`src/rtl/parking_gate_ctrl.sv`:
```
// Parking gate controller: sensor sync/debounce on the divider tick, saturating occupancy, timed gate.
// Optional manual gate override is compiled in with `define GATE_MANUAL_OVERRIDE_EN.
module parking_gate_ctrl #(
    parameter int CAPACITY    = 8,
    parameter int CNT_W       = 4,
    parameter int DEB_SAMPLES = 4,
    parameter int GATE_TICKS  = 200
) (
    input  logic             clk_in,
    input  logic             reset,
    input  logic             tick,
    input  logic             entry_sensor,
    input  logic             exit_sensor,
`ifdef GATE_MANUAL_OVERRIDE_EN
    input  logic             manual_open,
`endif
    output logic [CNT_W-1:0] occupancy,
    output logic             full,
    output logic             empty,
    output logic             car_in,
    output logic             car_out,
    output logic             entry_denied,
    output logic             gate_open,
    output logic [1:0]       gate_state
);

    localparam int DW = $clog2(DEB_SAMPLES);
    localparam int TW = $clog2(GATE_TICKS + 1);

    typedef enum logic [1:0] {
        CLOSED = 2'd0,
        OPEN   = 2'd1,
        HOLD   = 2'd2
    } state_t;

    // Index 0 = entry sensor, index 1 = exit sensor.
    logic [1:0]         sync1;
    logic [1:0]         sync2;
    logic [1:0]         lvl;
    logic [1:0][DW-1:0] deb_cnt;
    logic [1:0]         evt;

    logic               entry_ok;
    logic               exit_ok;
    logic               deny;

    state_t             state_q;
    state_t             state_d;
    logic [TW-1:0]      timer_q;
    logic [TW-1:0]      timer_d;
    logic               accept;
    logic               sensor_any;

    always_ff @(posedge clk_in or posedge reset) begin
        if (reset) begin
            sync1   <= '0;
            sync2   <= '0;
            lvl     <= '0;
            deb_cnt <= '0;
            evt     <= '0;
        end else begin
            sync1 <= {exit_sensor, entry_sensor};
            sync2 <= sync1;
            evt   <= '0;
            if (tick) begin
                for (int i = 0; i < 2; i++) begin
                    if (sync2[i] == lvl[i]) begin
                        deb_cnt[i] <= '0;
                    end else if (deb_cnt[i] == DW'(DEB_SAMPLES - 1)) begin
                        lvl[i]     <= sync2[i];
                        deb_cnt[i] <= '0;
                        evt[i]     <= sync2[i];
                    end else begin
                        deb_cnt[i] <= deb_cnt[i] + 1'b1;
                    end
                end
            end
        end
    end

    // Both events are judged against the pre-update count; the net change is applied.
    assign entry_ok = evt[0] & ~full;
    assign deny     = evt[0] & full;
    assign exit_ok  = evt[1] & ~empty;

    always_ff @(posedge clk_in or posedge reset) begin
        if (reset) begin
            occupancy    <= '0;
            car_in       <= 1'b0;
            car_out      <= 1'b0;
            entry_denied <= 1'b0;
        end else begin
            car_in       <= entry_ok;
            car_out      <= exit_ok;
            entry_denied <= deny;
            case ({entry_ok, exit_ok})
                2'b10:   occupancy <= occupancy + 1'b1;
                2'b01:   occupancy <= occupancy - 1'b1;
                default: occupancy <= occupancy;
            endcase
        end
    end

    assign full  = (occupancy == CNT_W'(CAPACITY));
    assign empty = (occupancy == '0);

`ifdef GATE_MANUAL_OVERRIDE_EN
    logic [1:0] man_sync;

    always_ff @(posedge clk_in or posedge reset) begin
        if (reset) begin
            man_sync <= '0;
        end else begin
            man_sync <= {man_sync[0], manual_open};
        end
    end
`endif

    assign accept     = car_in | car_out;
    assign sensor_any = |lvl;

    always_comb begin
        state_d = state_q;
        timer_d = timer_q;
        case (state_q)
            CLOSED: begin
                if (accept) begin
                    state_d = OPEN;
                    timer_d = TW'(GATE_TICKS);
                end
            end
            OPEN: begin
                if (accept) begin
                    timer_d = TW'(GATE_TICKS);
                end else if (tick) begin
                    if (timer_q <= TW'(1)) begin
                        timer_d = '0;
                        state_d = sensor_any ? HOLD : CLOSED;
                    end else begin
                        timer_d = timer_q - 1'b1;
                    end
                end
            end
            HOLD: begin
                if (accept) begin
                    state_d = OPEN;
                    timer_d = TW'(GATE_TICKS);
                end else if (!sensor_any) begin
                    state_d = CLOSED;
                end
            end
            default: begin
                state_d = CLOSED;
                timer_d = '0;
            end
        endcase
`ifdef GATE_MANUAL_OVERRIDE_EN
        if (man_sync[1]) begin
            state_d = OPEN;
            timer_d = TW'(GATE_TICKS);
        end
`endif
    end

    always_ff @(posedge clk_in or posedge reset) begin
        if (reset) begin
            state_q   <= CLOSED;
            timer_q   <= '0;
            gate_open <= 1'b0;
        end else begin
            state_q   <= state_d;
            timer_q   <= timer_d;
`ifdef GATE_MANUAL_OVERRIDE_EN
            gate_open <= (state_q != CLOSED) | man_sync[1];
`else
            gate_open <= (state_q != CLOSED);
`endif
        end
    end

    assign gate_state = state_q;

endmodule

```
`config.mk`:
```
export PLATFORM = sky130hd
export DESIGN_NAME = parking_gate_ctrl
export DESIGN_NICKNAME = d
export VERILOG_FILES = /design/src/rtl/parking_gate_ctrl.sv
export SDC_FILE = /design/constraint.sdc
export NUM_CORES = 1
export LEC_CHECK = 0
export CAP_MARGIN = 15
export CORE_MARGIN = 2
export CORE_UTILIZATION = 30
export CTS_CLUSTER_SIZE = 20
export DETAILED_ROUTE_END_ITERATION = 12
export PLACE_DENSITY = 0.52
export REMOVE_ABC_BUFFERS = 1
export SETUP_SLACK_MARGIN = 0.5
export SYNTH_ARGS = -nofsm -noshare
export SYNTH_HDL_FRONTEND = slang
export SYNTH_SLANG_ARGS = --single-unit
```
`constraint.sdc`:
```
create_clock -name clk_in -period 4.2 [get_ports clk_in]
set_input_delay 0.63 -clock clk_in [delete_from_list [all_inputs] [get_ports clk_in]]
set_output_delay 0.63 -clock clk_in [all_outputs]
set_load 0.01 [all_outputs]
```
Word-level counts from Yosys, hierarchy flattened
Cells that the tools add are included.

cells by class
  add/subtract/negate cells = 5
  order comparisons = 1
  equal/unequal tests = 16
  multiplexer cells = 23
  bitwise operators = 8
  reductions and logical operators = 10

operators by type and width
  operator               number
  $mux W8                4
  $mux W2                12
  $pmux W8 S2            1
  $eq A2 B2 Y1 const B   4
  $le A8 B1 Y1 const B   1
  $ne A2 B2 Y1 const B   4
  $pmux W4 S2            1
  $sub A8 B1 Y8 const B  1
  $ne A3 B3 Y1 const B   2
  $pmux W2 S3            1
  $reduce_and A3 Y1      2
  $reduce_and A5 Y1      1
  $add A2 B1 Y2 const B  2
  $add A4 B1 Y4 const B  1
  $eq A2 B1 Y1 const B   2
  $eq A4 B4 Y1 const B   1
  $logic_not A4 Y1       1
  $mux W1                4
  $not A1 Y1             4
  $reduce_bool A2 Y1     2
  $reduce_or A2 Y1       2
  $sub A4 B1 Y4 const B  1
  $and A1 B1 Y1          3
  $eq A1 B1 Y1           2
  4 further kinds        4

word-level totals
  flip-flop bits (word level) = 30
  input port bits = 5
  output and inout port bits = 12
  word-level logic and storage cells = 77

Longest topological paths before layout
Gate-level depths: netlist (run 1).

  depth in word-level cells = 6
  depth in mapped cells = 9
  mapped depth without buffers = 9

Worst setup path before layout (run 1)
No wires, ideal clock.

  kind = register -> register
  start = register occupancy[0]
  end = register occupancy[3]
  data arrival time = 2.351 ns
  path slack = 1.724 ns
  stages on the path, launching flop included = 9
  buffers on the path = 0
  clock period less this slack = 2.476 ns
  cells stage by stage = dfrtp_1 > nor4_1 > nor2b_1 > ha_1 > ha_1 > a21o_1 > a2111oi_0 > nand4b_1 > nand3_1

between the ends
  word-level cells in the longest chain between the ends = 5
  elaborated cells between the ends (all ways) = 12
  those cells by class = add/sub: 2; eq/ne: 3; mux: 1; bitwise: 4; reduce/logical: 2

RTL lines
  element                                            RTL line  text
  from (decl)                                        17        output logic [CNT_W-1:0] occupancy,
  from (signal assigned)                             97        2'b10: occupancy <= occupancy + 1'b1;
  from (signal assigned)                             98        2'b01: occupancy <= occupancy - 1'b1;
  from (signal assigned)                             99        default: occupancy <= occupancy;
  $logic_not A4 Y1 (*)                               105       assign empty = (occupancy == '0);
  net empty                                          19        output logic empty,
  $not A1 Y1 (*)                                     84        assign exit_ok = evt[1] & ~empty;
  $and A1 B1 Y1 (*)                                  84
  net exit_ok                                        44        logic exit_ok;
  $eq A2 B1 Y1 or $eq A2 B2 Y1 (tied branches)       96        case ({entry_ok, exit_ok})
  $pmux W4 S2 or $reduce_bool A2 Y1 (tied branches)  --

Mark *: on every way through the listed nets, which the timed path passes. The rest lies on a longest branch.
A chain may end at the register's enable or synchronous reset.

Worst setup path in the final report (run 1)
  start = input port tick
  end = register timer_q[5]

between the ends
  word-level cells in the longest chain between the ends = 2

RTL lines
  element                             RTL line  text
  from (decl)                         11        input logic tick,
  $ne A3 B3 Y1 (no source line)       --
  $reduce_and A2 Y1 (no source line)  --
  to (signal assigned)                172       timer_q <= timer_d;
  to (decl)                           49        logic [TW-1:0] timer_q;

Every way passes these cells.

==> results of run 1 <==
layout by cell type, fill, tap and decap left out, drive strengths merged, types with 2 or more instances in the layout:
master and instances:
or3 6, a31oi 3, or2 3, or4 4
xnor2 3, nand3 2, inv 9, nor3 5
o21ai 7, nor3b 2, nor4 3, a21oi 7
nand2b 2, clkbuf 7, nand2 15, and2 2
ha 7, mux2 4, a21o 4, o2bb2ai 2
dfrtp 30, o31ai 2, nor2 6, clkdlybuf4s50 16
buf 2
synthesized netlist by cell type, types with 3 or more instances:
| cell type | n | share of area, % |
|---|---|---|
| sky130_fd_sc_hd__dfrtp_1 | 30 | 50 |
| sky130_fd_sc_hd__nor2_1 | 6 | 1.5 |
| sky130_fd_sc_hd__a21oi_1 | 7 | 2.3 |
| sky130_fd_sc_hd__a21o_1 | 4 | 2.0 |
| sky130_fd_sc_hd__inv_1 | 9 | 2.2 |
| sky130_fd_sc_hd__nor4_1 | 3 | 1.2 |
| sky130_fd_sc_hd__o21ai_0 | 7 | 2.3 |
| sky130_fd_sc_hd__a31oi_1 | 3 | 1.2 |
| sky130_fd_sc_hd__nor3_1 | 5 | 1.7 |
| sky130_fd_sc_hd__or2_2 | 3 | 1.2 |
| sky130_fd_sc_hd__ha_1 | 7 | 5.8 |
| sky130_fd_sc_hd__nand2_1 | 15 | 3.7 |
| sky130_fd_sc_hd__mux2_2 | 4 | 3.0 |
| sky130_fd_sc_hd__or4_1 | 3 | 1.5 |
| sky130_fd_sc_hd__xnor2_1 | 3 | 1.7 |
| sky130_fd_sc_hd__or3_1 | 5 | 2.1 |
layer usage:
metal,part of all wire [%],vias up
li1,-,558
met1,44,553
met2,50,25
met3,5.2,4
met4,0.68,0
met5,0,-
final cells by class:
type	instances	share of cell area, %
Multi-Input combinational cell	102	38.32
Timing Repair Buffer	18	10.56
Tap cell	67	4.536
Sequential cell	30	40.62
Inverter	9	1.828
Clock buffer	7	4.130
flip-flops by register name, summed over array words and instances (netlist names), 2 cells and up:
| signal | count |
|---|---|
| timer_q | 8 |
| sync2 | 2 |
| lvl | 2 |
| sync1 | 2 |
| deb_cnt | 4 |
| occupancy | 4 |
| evt | 2 |
| gate_state | 2 |
worst reg2reg max path, delay by kind of cell (launching register included):
family,cells,cell delay (ns)
and+or+nand+nor,4,0.75
adders and majority gates,2,0.55
AOI/OAI and AO/OA,2,0.59
DFF,1,0.45
worst paths after layout:
check / from / end / slack (ns)
max: tick / timer_q[5]$_DFFE_PP0P_ / 1.73
min: sync1[1]$_DFF_PP0_ / sync2[1]$_DFF_PP0_ / 0.35
max reg2reg: occupancy[3]$_DFFE_PP0P_ / occupancy[3]$_DFFE_PP0P_ / 1.74
min reg2reg: sync1[1]$_DFF_PP0_ / sync2[1]$_DFF_PP0_ / 0.35
max in group asynchronous: reset / gate_state[1]$_DFFE_PP0P_ / 2.90
min in group asynchronous: reset / occupancy[3]$_DFFE_PP0P_ / 0.70
power breakdown:
group / internal (mW) / switching, mW / total (mW)
clock network: 0.114 / 0.0955 / 0.209
logic: 0.137 / 0.132 / 0.269
registers: 0.348 / 0.0695 / 0.418
logic make-up after synthesis:
family | count (synthesis) | synth area share, %
buf+inv | 13 | 3.716
fa+ha+maj | 8 | 7.101
xor+xnor | 4 | 2.313
compound gates | 31 | 14.37
simple gates | 54 | 19.32
mux | 5 | 3.633
flops | 30 | 49.55
==> flow_summary.html, run 1 <==
<table>
<tr><th>Metric</th><th>Value</th></tr>
<tr><th colspan="2">Outcome</th></tr>
<tr><td>Status</td><td>complete, no violations</td></tr>
<tr><th colspan="2">Detailed routing</th></tr>
<tr><td>Via density per instance</td><td>4.893</td></tr>
<tr><td>Remaining antenna violation count</td><td>0</td></tr>
<tr><td>Wire length per cell</td><td>around 13 um</td></tr>
<tr><td>Total wirelength of the detailed-routed design</td><td>around 3.1 mm</td></tr>
<tr><td>Pre-Repair DR Iteration Count</td><td>4</td></tr>
<tr><td>Residual DRC count</td><td>0</td></tr>
<tr><td>1st-iter DRT viols</td><td>80</td></tr>
<tr><td>Via count</td><td>1140</td></tr>
<tr><th colspan="2">Place</th></tr>
<tr><td>Final weighted congestion in routability-driven placement</td><td>roughly 0.83</td></tr>
<tr><td>Placed cell count</td><td>around 230</td></tr>
<tr><td>IO buf count</td><td>16</td></tr>
<tr><td>Placed Instance Area</td><td>0.001744 mm^2</td></tr>
<tr><td>Detail Placement HPWL</td><td>2.253 mm</td></tr>
<tr><td>Pre-CTS worst setup slack</td><td>about 1.5 ns</td></tr>
<tr><th colspan="2">Worst setup path</th></tr>
<tr><td>R2R cell count</td><td>8</td></tr>
<tr><td>Worst path required time</td><td>4.39 ns</td></tr>
<tr><td>Crit path max-delay family</td><td>compound AO/OA/AOI/OAI gates</td></tr>
<tr><td>Arrival @ worst endpoint</td><td>between 2 and 3 ns</td></tr>
<tr><td>Number of cells on the critical path</td><td>5</td></tr>
<tr><td>Worst-path fanout max</td><td>12</td></tr>
<tr><td>Slowest Stage Delay on Critical Path</td><td>roughly 0.7 ns</td></tr>
<tr><td>Kind of capture point of the worst setup path</td><td>register</td></tr>
<tr><td>Kind of start point of the critical path</td><td>input port</td></tr>
<tr><td>CP max stage cell</td><td>sky130_fd_sc_hd__clkdlybuf4s50_1</td></tr>
<tr><td>Cells along the critical path</td><td>clkdlybuf4s50_1, o21ai_0, or4_1, a21o_1, a21oi_1</td></tr>
<tr><td>Bufs and invs on worst path</td><td>1</td></tr>
<tr><td>Crit Path Class</td><td>in -&gt; reg</td></tr>
<tr><th colspan="2">Timing</th></tr>
<tr><td>Fin. Hold Viols</td><td>0</td></tr>
<tr><td>Post-route fraction of the period consumed by the critical path</td><td>approximately 59%</td></tr>
<tr><td>RSZ-0062 raised after global routing</td><td>no</td></tr>
<tr><td>Worst-case clock skew</td><td>0.002536 ns</td></tr>
<tr><td>Post-route minimum period</td><td>~2.5 ns</td></tr>
<tr><td>Worst setup slack after layout</td><td>around 1.7 ns</td></tr>
<tr><td>Final Setup Violations</td><td>0</td></tr>
<tr><td>Sum of negative setup slack</td><td>0 ns</td></tr>
<tr><td>Max Clk Rate</td><td>a little over 0.4 GHz</td></tr>
<tr><td>Total count of max-transition violations in the final report</td><td>0</td></tr>
<tr><td>Tightest slew margin relative to the limit</td><td>28.08%</td></tr>
<tr><td>Min Hold Slack</td><td>~0.35 ns</td></tr>
<tr><td>Slew at the pin closest to its max-slew limit</td><td>between 1 and 1.5 ns</td></tr>
<tr><th colspan="2">Logic synthesis</th></tr>
<tr><td>Number of synthesized register bits</td><td>30</td></tr>
<tr><td>Synth unique cells</td><td>39</td></tr>
<tr><td>Ys Warns</td><td>0</td></tr>
<tr><td>Post-synthesis sequential area ratio</td><td>49.55%</td></tr>
<tr><td>Post-Syn Instances</td><td>approximately 150</td></tr>
<tr><td>Cell area after synthesis</td><td>0.001515 mm^2</td></tr>
<tr><td>Dominant register cell in the synthesized netlist</td><td>sky130_fd_sc_hd__dfrtp_1</td></tr>
<tr><td>Proportion of synthesized flip-flops having asynchronous set or reset</td><td>100.0%</td></tr>
<tr><td>Number of flops mapped to enable cells by yosys</td><td>0</td></tr>
<tr><td>Post-Syn Area per Cell</td><td>10.45 um^2</td></tr>
<tr><th colspan="2">Power and ir drop</th></tr>
<tr><td>Worst VDD drop</td><td>around 0.24 mV</td></tr>
<tr><td>Power per unit of standard cell area</td><td>about 480 mW/mm^2</td></tr>
<tr><td>Static leakage power</td><td>slightly above 0.8 nW</td></tr>
<tr><td>Final Total Pwr</td><td>0.8958 mW</td></tr>
<tr><th colspan="2">GRT</th></tr>
<tr><td>Global routing usage summed across all routing layers</td><td>12.20%</td></tr>
<tr><td>Met3 demand-to-capacity share in global routing</td><td>under 10%</td></tr>
<tr><td>Pin count of the biggest net entering global routing</td><td>28</td></tr>
<tr><td>Routing layer with the top usage in global route</td><td>met2</td></tr>
<tr><td>Met2 layer usage reported by global route</td><td>19.69%</td></tr>
<tr><td>Grt ovf</td><td>0</td></tr>
<tr><td>Met1 Track Usage GR</td><td>15.13%</td></tr>
<tr><td>Initial antenna violation count</td><td>0</td></tr>
<tr><td>Wire length of the first global-routing pass</td><td>just over 5 mm</td></tr>
<tr><td>Via count of the first global-routing pass</td><td>1111</td></tr>
<tr><th colspan="2">Cells and area</th></tr>
<tr><td>Total of fill cells in the finished design</td><td>roughly 480</td></tr>
<tr><td>Area growth syn-to-layout</td><td>21.97%</td></tr>
<tr><td>Flip-flop and latch area</td><td>750.7 um^2</td></tr>
<tr><td>Filler-free cell count of the finished design</td><td>~230</td></tr>
<tr><td>Antenna fix cells</td><td>0</td></tr>
<tr><td>Area used by multi-input combinational logic</td><td>about 710 um^2</td></tr>
<tr><td>Layout cells sized above 1</td><td>10.24%</td></tr>
<tr><td>Count of nets after finishing</td><td>between 150 and 200</td></tr>
<tr><td>Final design area excluding fillers</td><td>around 0.0018 mm^2</td></tr>
<tr><td>Final core area utilization</td><td>38.61%</td></tr>
<tr><th colspan="2">Clock network</th></tr>
<tr><td>Setup Fix Bufs, Post-CTS</td><td>0</td></tr>
<tr><td>Clock tree from TritonCTS</td><td>built</td></tr>
<tr><td>Clock transition time at the flip-flop clock pins of the worst setup and hold paths</td><td>~0.06 ns</td></tr>
<tr><td>Buffer levels on the longest clock path</td><td>2</td></tr>
<tr><td>TritonCTS buffer count</td><td>5</td></tr>
<tr><td>Post-CTS resize count</td><td>0</td></tr>
<tr><td>Clock insertion delay at the later pin of the skew report</td><td>roughly 0.27 ns</td></tr>
<tr><td>Deepest level of the CTS H-tree</td><td>2</td></tr>
<tr><td>CTS root buf</td><td>sky130_fd_sc_hd__clkbuf_8</td></tr>
<tr><td>Total of hold buffers inserted after clock tree synthesis</td><td>0</td></tr>
<tr><td>Number of clock sinks</td><td>30</td></tr>
<tr><th colspan="2">Die</th></tr>
<tr><td>Num ports</td><td>17</td></tr>
<tr><td>Chip height</td><td>75.07 um</td></tr>
<tr><td>Starting density of the core</td><td>about a third</td></tr>
<tr><td>Total Die Area</td><td>0.005636 mm^2</td></tr>
<tr><td>Number of cell rows</td><td>25</td></tr>
<tr><td>Die Width</td><td>around 75 um</td></tr>
<tr><td>Placeable core area</td><td>around 0.0048 mm^2</td></tr>
<tr><th colspan="2">Flow run</th></tr>
<tr><td>Max capacitance violation total</td><td>0</td></tr>
<tr><th colspan="2">Worst hold path</th></tr>
<tr><td>Depth of the worst hold-timing path</td><td>0</td></tr>
<tr><td>Type of the tightest min-delay check</td><td>reg -&gt; reg</td></tr>
</table>
Note: power is estimated with default switching activity, not from simulation.
==> inputs of run 2 (changes only) <==
Settings changed: PLACE_DENSITY 0.52 to 0.54.
Clock period 4.2 ns to 2 ns, I/O delays scaled along.
==> flow_summary.html, run 2 (synthesized netlist as in run 1, its figures left out) <==
<table>
<tr><th>Metric</th><th>Value</th></tr>
<tr><th colspan="2">Cells and area</th></tr>
<tr><td>Commonest cells after routing, fill and taps aside</td><td>27 x sky130_fd_sc_hd__dfrtp_1, 19 x sky130_fd_sc_hd__buf_4, 17 x sky130_fd_sc_hd__buf_6 (was 30 x sky130_fd_sc_hd__dfrtp_1, 16 x sky130_fd_sc_hd__clkdlybuf4s50_1, 15 x sky130_fd_sc_hd__nand2_1)</td></tr>
<tr><td>Count of nets after finishing</td><td>210 (was 179)</td></tr>
<tr><td>Registers with the highest flip-flop counts</td><td>timer_q: 8 flops, deb_cnt: 4 flops, occupancy: 4 flops (unchanged)</td></tr>
<tr><td>Most frequent standard cell in the layout excluding fill and tap cells</td><td>sky130_fd_sc_hd__dfrtp_1 (unchanged)</td></tr>
<tr><td>Filler-free cell count of the finished design</td><td>265 (was 233)</td></tr>
<tr><td>Flip-flop count of the largest register after layout</td><td>8 (unchanged)</td></tr>
<tr><td>Area growth syn-to-layout</td><td>51.69% (was 21.97%)</td></tr>
<tr><td>Largest register by flop count</td><td>timer_q (unchanged)</td></tr>
<tr><td>Layout cells sized above 1</td><td>38.38% (was 10.24%)</td></tr>
<tr><td>Antenna fix cells</td><td>0 (unchanged)</td></tr>
<tr><td>Final design area excluding fillers</td><td>0.002298 mm^2 (was 0.001848 mm^2)</td></tr>
<tr><th colspan="2">Die</th></tr>
<tr><td>Die Width</td><td>75.07 um (unchanged)</td></tr>
<tr><td>Placeable core area</td><td>0.004786 mm^2 (unchanged)</td></tr>
<tr><td>Total Die Area</td><td>0.005636 mm^2 (unchanged)</td></tr>
<tr><td>Starting density of the core</td><td>31.66% (unchanged)</td></tr>
<tr><td>Number of cell rows</td><td>25 (unchanged)</td></tr>
<tr><td>Num ports</td><td>17 (unchanged)</td></tr>
<tr><td>Chip height</td><td>75.07 um (unchanged)</td></tr>
<tr><th colspan="2">Worst setup path</th></tr>
<tr><td>Flop2flop setup slack</td><td>-0.17 ns (was 1.74 ns)</td></tr>
<tr><td>Worst-path fanout max</td><td>3 (was 12)</td></tr>
<tr><td>Critical Path Source</td><td>occupancy[0]$_DFFE_PP0P_ (was tick)</td></tr>
<tr><td>Endpoint of the most critical register-to-register path</td><td>occupancy[3]$_DFFE_PP0P_ (unchanged)</td></tr>
<tr><td>Worst path required time</td><td>2.21 ns (was 4.39 ns)</td></tr>
<tr><td>Kind of start point of the critical path</td><td>register (was input port)</td></tr>
<tr><td>Crit Path Class</td><td>reg -&gt; reg (was in -&gt; reg)</td></tr>
<tr><td>R2R cell count</td><td>8 (unchanged)</td></tr>
<tr><td>Arrival @ worst endpoint</td><td>2.39 ns (was 2.66 ns)</td></tr>
<tr><td>Worst reg2reg startpoint</td><td>occupancy[0]$_DFFE_PP0P_ (was occupancy[3]$_DFFE_PP0P_)</td></tr>
<tr><td>Kind of capture point of the worst setup path</td><td>register (unchanged)</td></tr>
<tr><th colspan="2">GRT</th></tr>
<tr><td>Global routing usage summed across all routing layers</td><td>13.29% (was 12.20%)</td></tr>
<tr><td>Via count of the first global-routing pass</td><td>1322 (was 1111)</td></tr>
<tr><td>Wire length of the first global-routing pass</td><td>5.678 mm (was 5.161 mm)</td></tr>
<tr><td>Initial antenna violation count</td><td>0 (unchanged)</td></tr>
<tr><td>Pin count of the biggest net entering global routing</td><td>31 (was 28)</td></tr>
<tr><td>Grt ovf</td><td>0 (unchanged)</td></tr>
<tr><th colspan="2">Detailed routing</th></tr>
<tr><td>Via count</td><td>1252 (was 1140)</td></tr>
<tr><td>Met1 WL</td><td>1.428 mm (was 1.355 mm)</td></tr>
<tr><td>Via density per instance</td><td>4.725 (was 4.893)</td></tr>
<tr><td>Remaining antenna violation count</td><td>0 (unchanged)</td></tr>
<tr><td>1st-iter DRT viols</td><td>63 (was 80)</td></tr>
<tr><td>Pre-Repair DR Iteration Count</td><td>3 (was 4)</td></tr>
<tr><td>Residual DRC count</td><td>0 (unchanged)</td></tr>
<tr><td>Met2 routed wirelength</td><td>1.917 mm (was 1.529 mm)</td></tr>
<tr><td>Wire length per cell</td><td>13.02 um (was 13.16 um)</td></tr>
<tr><td>Top layer reached by signal wires</td><td>met4 (unchanged)</td></tr>
<tr><td>Met3 WL</td><td>83 um (was 159 um)</td></tr>
<tr><td>Total wirelength of the detailed-routed design</td><td>3.450 mm (was 3.067 mm)</td></tr>
<tr><th colspan="2">Worst hold path</th></tr>
<tr><td>Min-Delay Endpoint</td><td>sync2[1]$_DFF_PP0_ (unchanged)</td></tr>
<tr><td>Type of the tightest min-delay check</td><td>reg -&gt; reg (unchanged)</td></tr>
<tr><td>Depth of the worst hold-timing path</td><td>0 (unchanged)</td></tr>
<tr><td>Worst hold start</td><td>sync1[1]$_DFF_PP0_ (unchanged)</td></tr>
<tr><th colspan="2">Place</th></tr>
<tr><td>IO buf count</td><td>16 (unchanged)</td></tr>
<tr><td>Final weighted congestion in routability-driven placement</td><td>0.8447 (was 0.8298)</td></tr>
<tr><td>Detail Placement HPWL</td><td>2.322 mm (was 2.253 mm)</td></tr>
<tr><td>Pre-CTS worst setup slack</td><td>-0.3738 ns (was 1.467 ns)</td></tr>
<tr><td>Placed Instance Area</td><td>0.001872 mm^2 (was 0.001744 mm^2)</td></tr>
<tr><td>Placed cell count</td><td>242 (was 225)</td></tr>
<tr><th colspan="2">Clock network</th></tr>
<tr><td>Buffer levels on the longest clock path</td><td>2 (unchanged)</td></tr>
<tr><td>CTS root buf</td><td>sky130_fd_sc_hd__clkbuf_8 (unchanged)</td></tr>
<tr><td>TritonCTS buffer count</td><td>5 (unchanged)</td></tr>
<tr><td>Clock insertion delay at the later pin of the skew report</td><td>0.28 ns (was 0.27 ns)</td></tr>
<tr><td>Total of hold buffers inserted after clock tree synthesis</td><td>0 (unchanged)</td></tr>
<tr><td>Clock transition time at the flip-flop clock pins of the worst setup and hold paths</td><td>0.06 ns (about the same)</td></tr>
<tr><td>Number of clock sinks</td><td>30 (unchanged)</td></tr>
<tr><td>Clock tree from TritonCTS</td><td>built (unchanged)</td></tr>
<tr><td>Deepest level of the CTS H-tree</td><td>2 (unchanged)</td></tr>
<tr><th colspan="2">Power and ir drop</th></tr>
<tr><td>Static leakage power</td><td>1.079 nW (was 0.8279 nW)</td></tr>
<tr><td>Final Total Pwr</td><td>2.659 mW (was 0.8958 mW)</td></tr>
<tr><td>Worst VDD drop</td><td>0.7277 mV (was 0.2415 mV)</td></tr>
<tr><td>Power per unit of standard cell area</td><td>1157 mW/mm^2 (was 484.7 mW/mm^2)</td></tr>
<tr><th colspan="2">Timing</th></tr>
<tr><td>Post-route fraction of the period consumed by the critical path</td><td>108.7%</td></tr>
<tr><td>Max Clk Rate</td><td>0.4598 GHz</td></tr>
<tr><td>Worst setup slack after layout</td><td>-0.1748 ns (was 1.735 ns)</td></tr>
<tr><td>Fin. Hold Viols</td><td>0 (unchanged)</td></tr>
<tr><td>Slew at the pin closest to its max-slew limit</td><td>0.4178 ns (was 1.067 ns)</td></tr>
<tr><td>Final Setup Violations</td><td>1 (was 0)</td></tr>
<tr><td>Worst-case clock skew</td><td>0.009279 ns (was 0.002536 ns)</td></tr>
<tr><td>Tightest slew margin relative to the limit</td><td>71.85% (was 28.08%)</td></tr>
<tr><td>Post-route minimum period</td><td>approximately 2.2 ns</td></tr>
<tr><td>Total count of max-transition violations in the final report</td><td>0 (unchanged)</td></tr>
<tr><td>RSZ-0062 raised after global routing</td><td>yes (was no)</td></tr>
<tr><th colspan="2">Outcome</th></tr>
<tr><td>Status</td><td>finished, violations left (was complete, no violations)</td></tr>
<tr><td>Violations in the final reports</td><td>setup timing</td></tr>
<tr><th colspan="2">Flow run</th></tr>
<tr><td>Max capacitance violation total</td><td>0 (unchanged)</td></tr>
</table>
[run 2: critical path, cell delays in order (launching register included)]
cell                      delay, ns
sky130_fd_sc_hd__dfrtp_1       0.42
sky130_fd_sc_hd__nor4_4        0.33
sky130_fd_sc_hd__nor2b_2       0.10
sky130_fd_sc_hd__ha_4          0.17
sky130_fd_sc_hd__ha_1          0.26
sky130_fd_sc_hd__a21o_1        0.20
sky130_fd_sc_hd__a21oi_2       0.10
sky130_fd_sc_hd__or4_1         0.43
sky130_fd_sc_hd__nand3_1       0.10
[run 2: layer usage]
layer | track usage (%) | up-vias
met4 | 4.563 | 0
met1 | 14.79 | 615
met2 | 24.37 | 13
met3 | 3.481 | 2
met5 | 0 | -
li1 | - | 622
[run 2: cell type report]
class	count	area, um^2
Timing Repair Buffer	49	459.2
Fill cell	438	2487
Sequential cell	30	754.5
Clock buffer	6	82.58
Tap cell	67	83.83
Inverter	9	38.79
Clock inverter	2	60.06
Multi-Input combinational cell	102	819.5
[run 2: report_power, final]
part	switching, mW	total, mW	internal, mW
registers	0.140	0.874	0.734
logic	0.421	1.03	0.613
clock network	0.220	0.751	0.531
[run 2: repair_timing]
action	in CTS	in global routing
gates resized for setup	42	27
pin swaps	9	15
setup endpoints to repair	24	18
setup buffers	11	4
[run 2: stage by stage]
stage               hold WS (ns)  TNS, ns  util (%)
global route              0.3577  -0.2951     48.03
detailed placement        0.3395  -0.5092     39.11
floorplan                 0.3312  -0.5645         -
finish                    0.3497  -0.1748     48.03
global placement          0.3383  -0.2037     39.11
CTS                       0.3543  -0.1380     45.10
[run 2: worst max-delay path by stage]
stage | endpoint | slack, ns
floorplan | occupancy[3]$_DFFE_PP0P_ | -0.48
global placement | occupancy[3]$_DFFE_PP0P_ | -0.20
detailed placement | occupancy[3]$_DFFE_PP0P_ | -0.37
CTS | occupancy[3]$_DFFE_PP0P_ | -0.12
global route | occupancy[3]$_DFFE_PP0P_ | -0.26
finish | occupancy[3]$_DFFE_PP0P_ | -0.17
==> inputs of run 3 (changes only) <==
Settings changed: CTS_BUF_LIST set to sky130_fd_sc_hd__clkbuf_8 sky130_fd_sc_hd__clkbuf_16, SLEW_MARGIN set to 20.
==> results of run 3 <==
No change in the layout: final DEF, timing and power equal those of run 2.
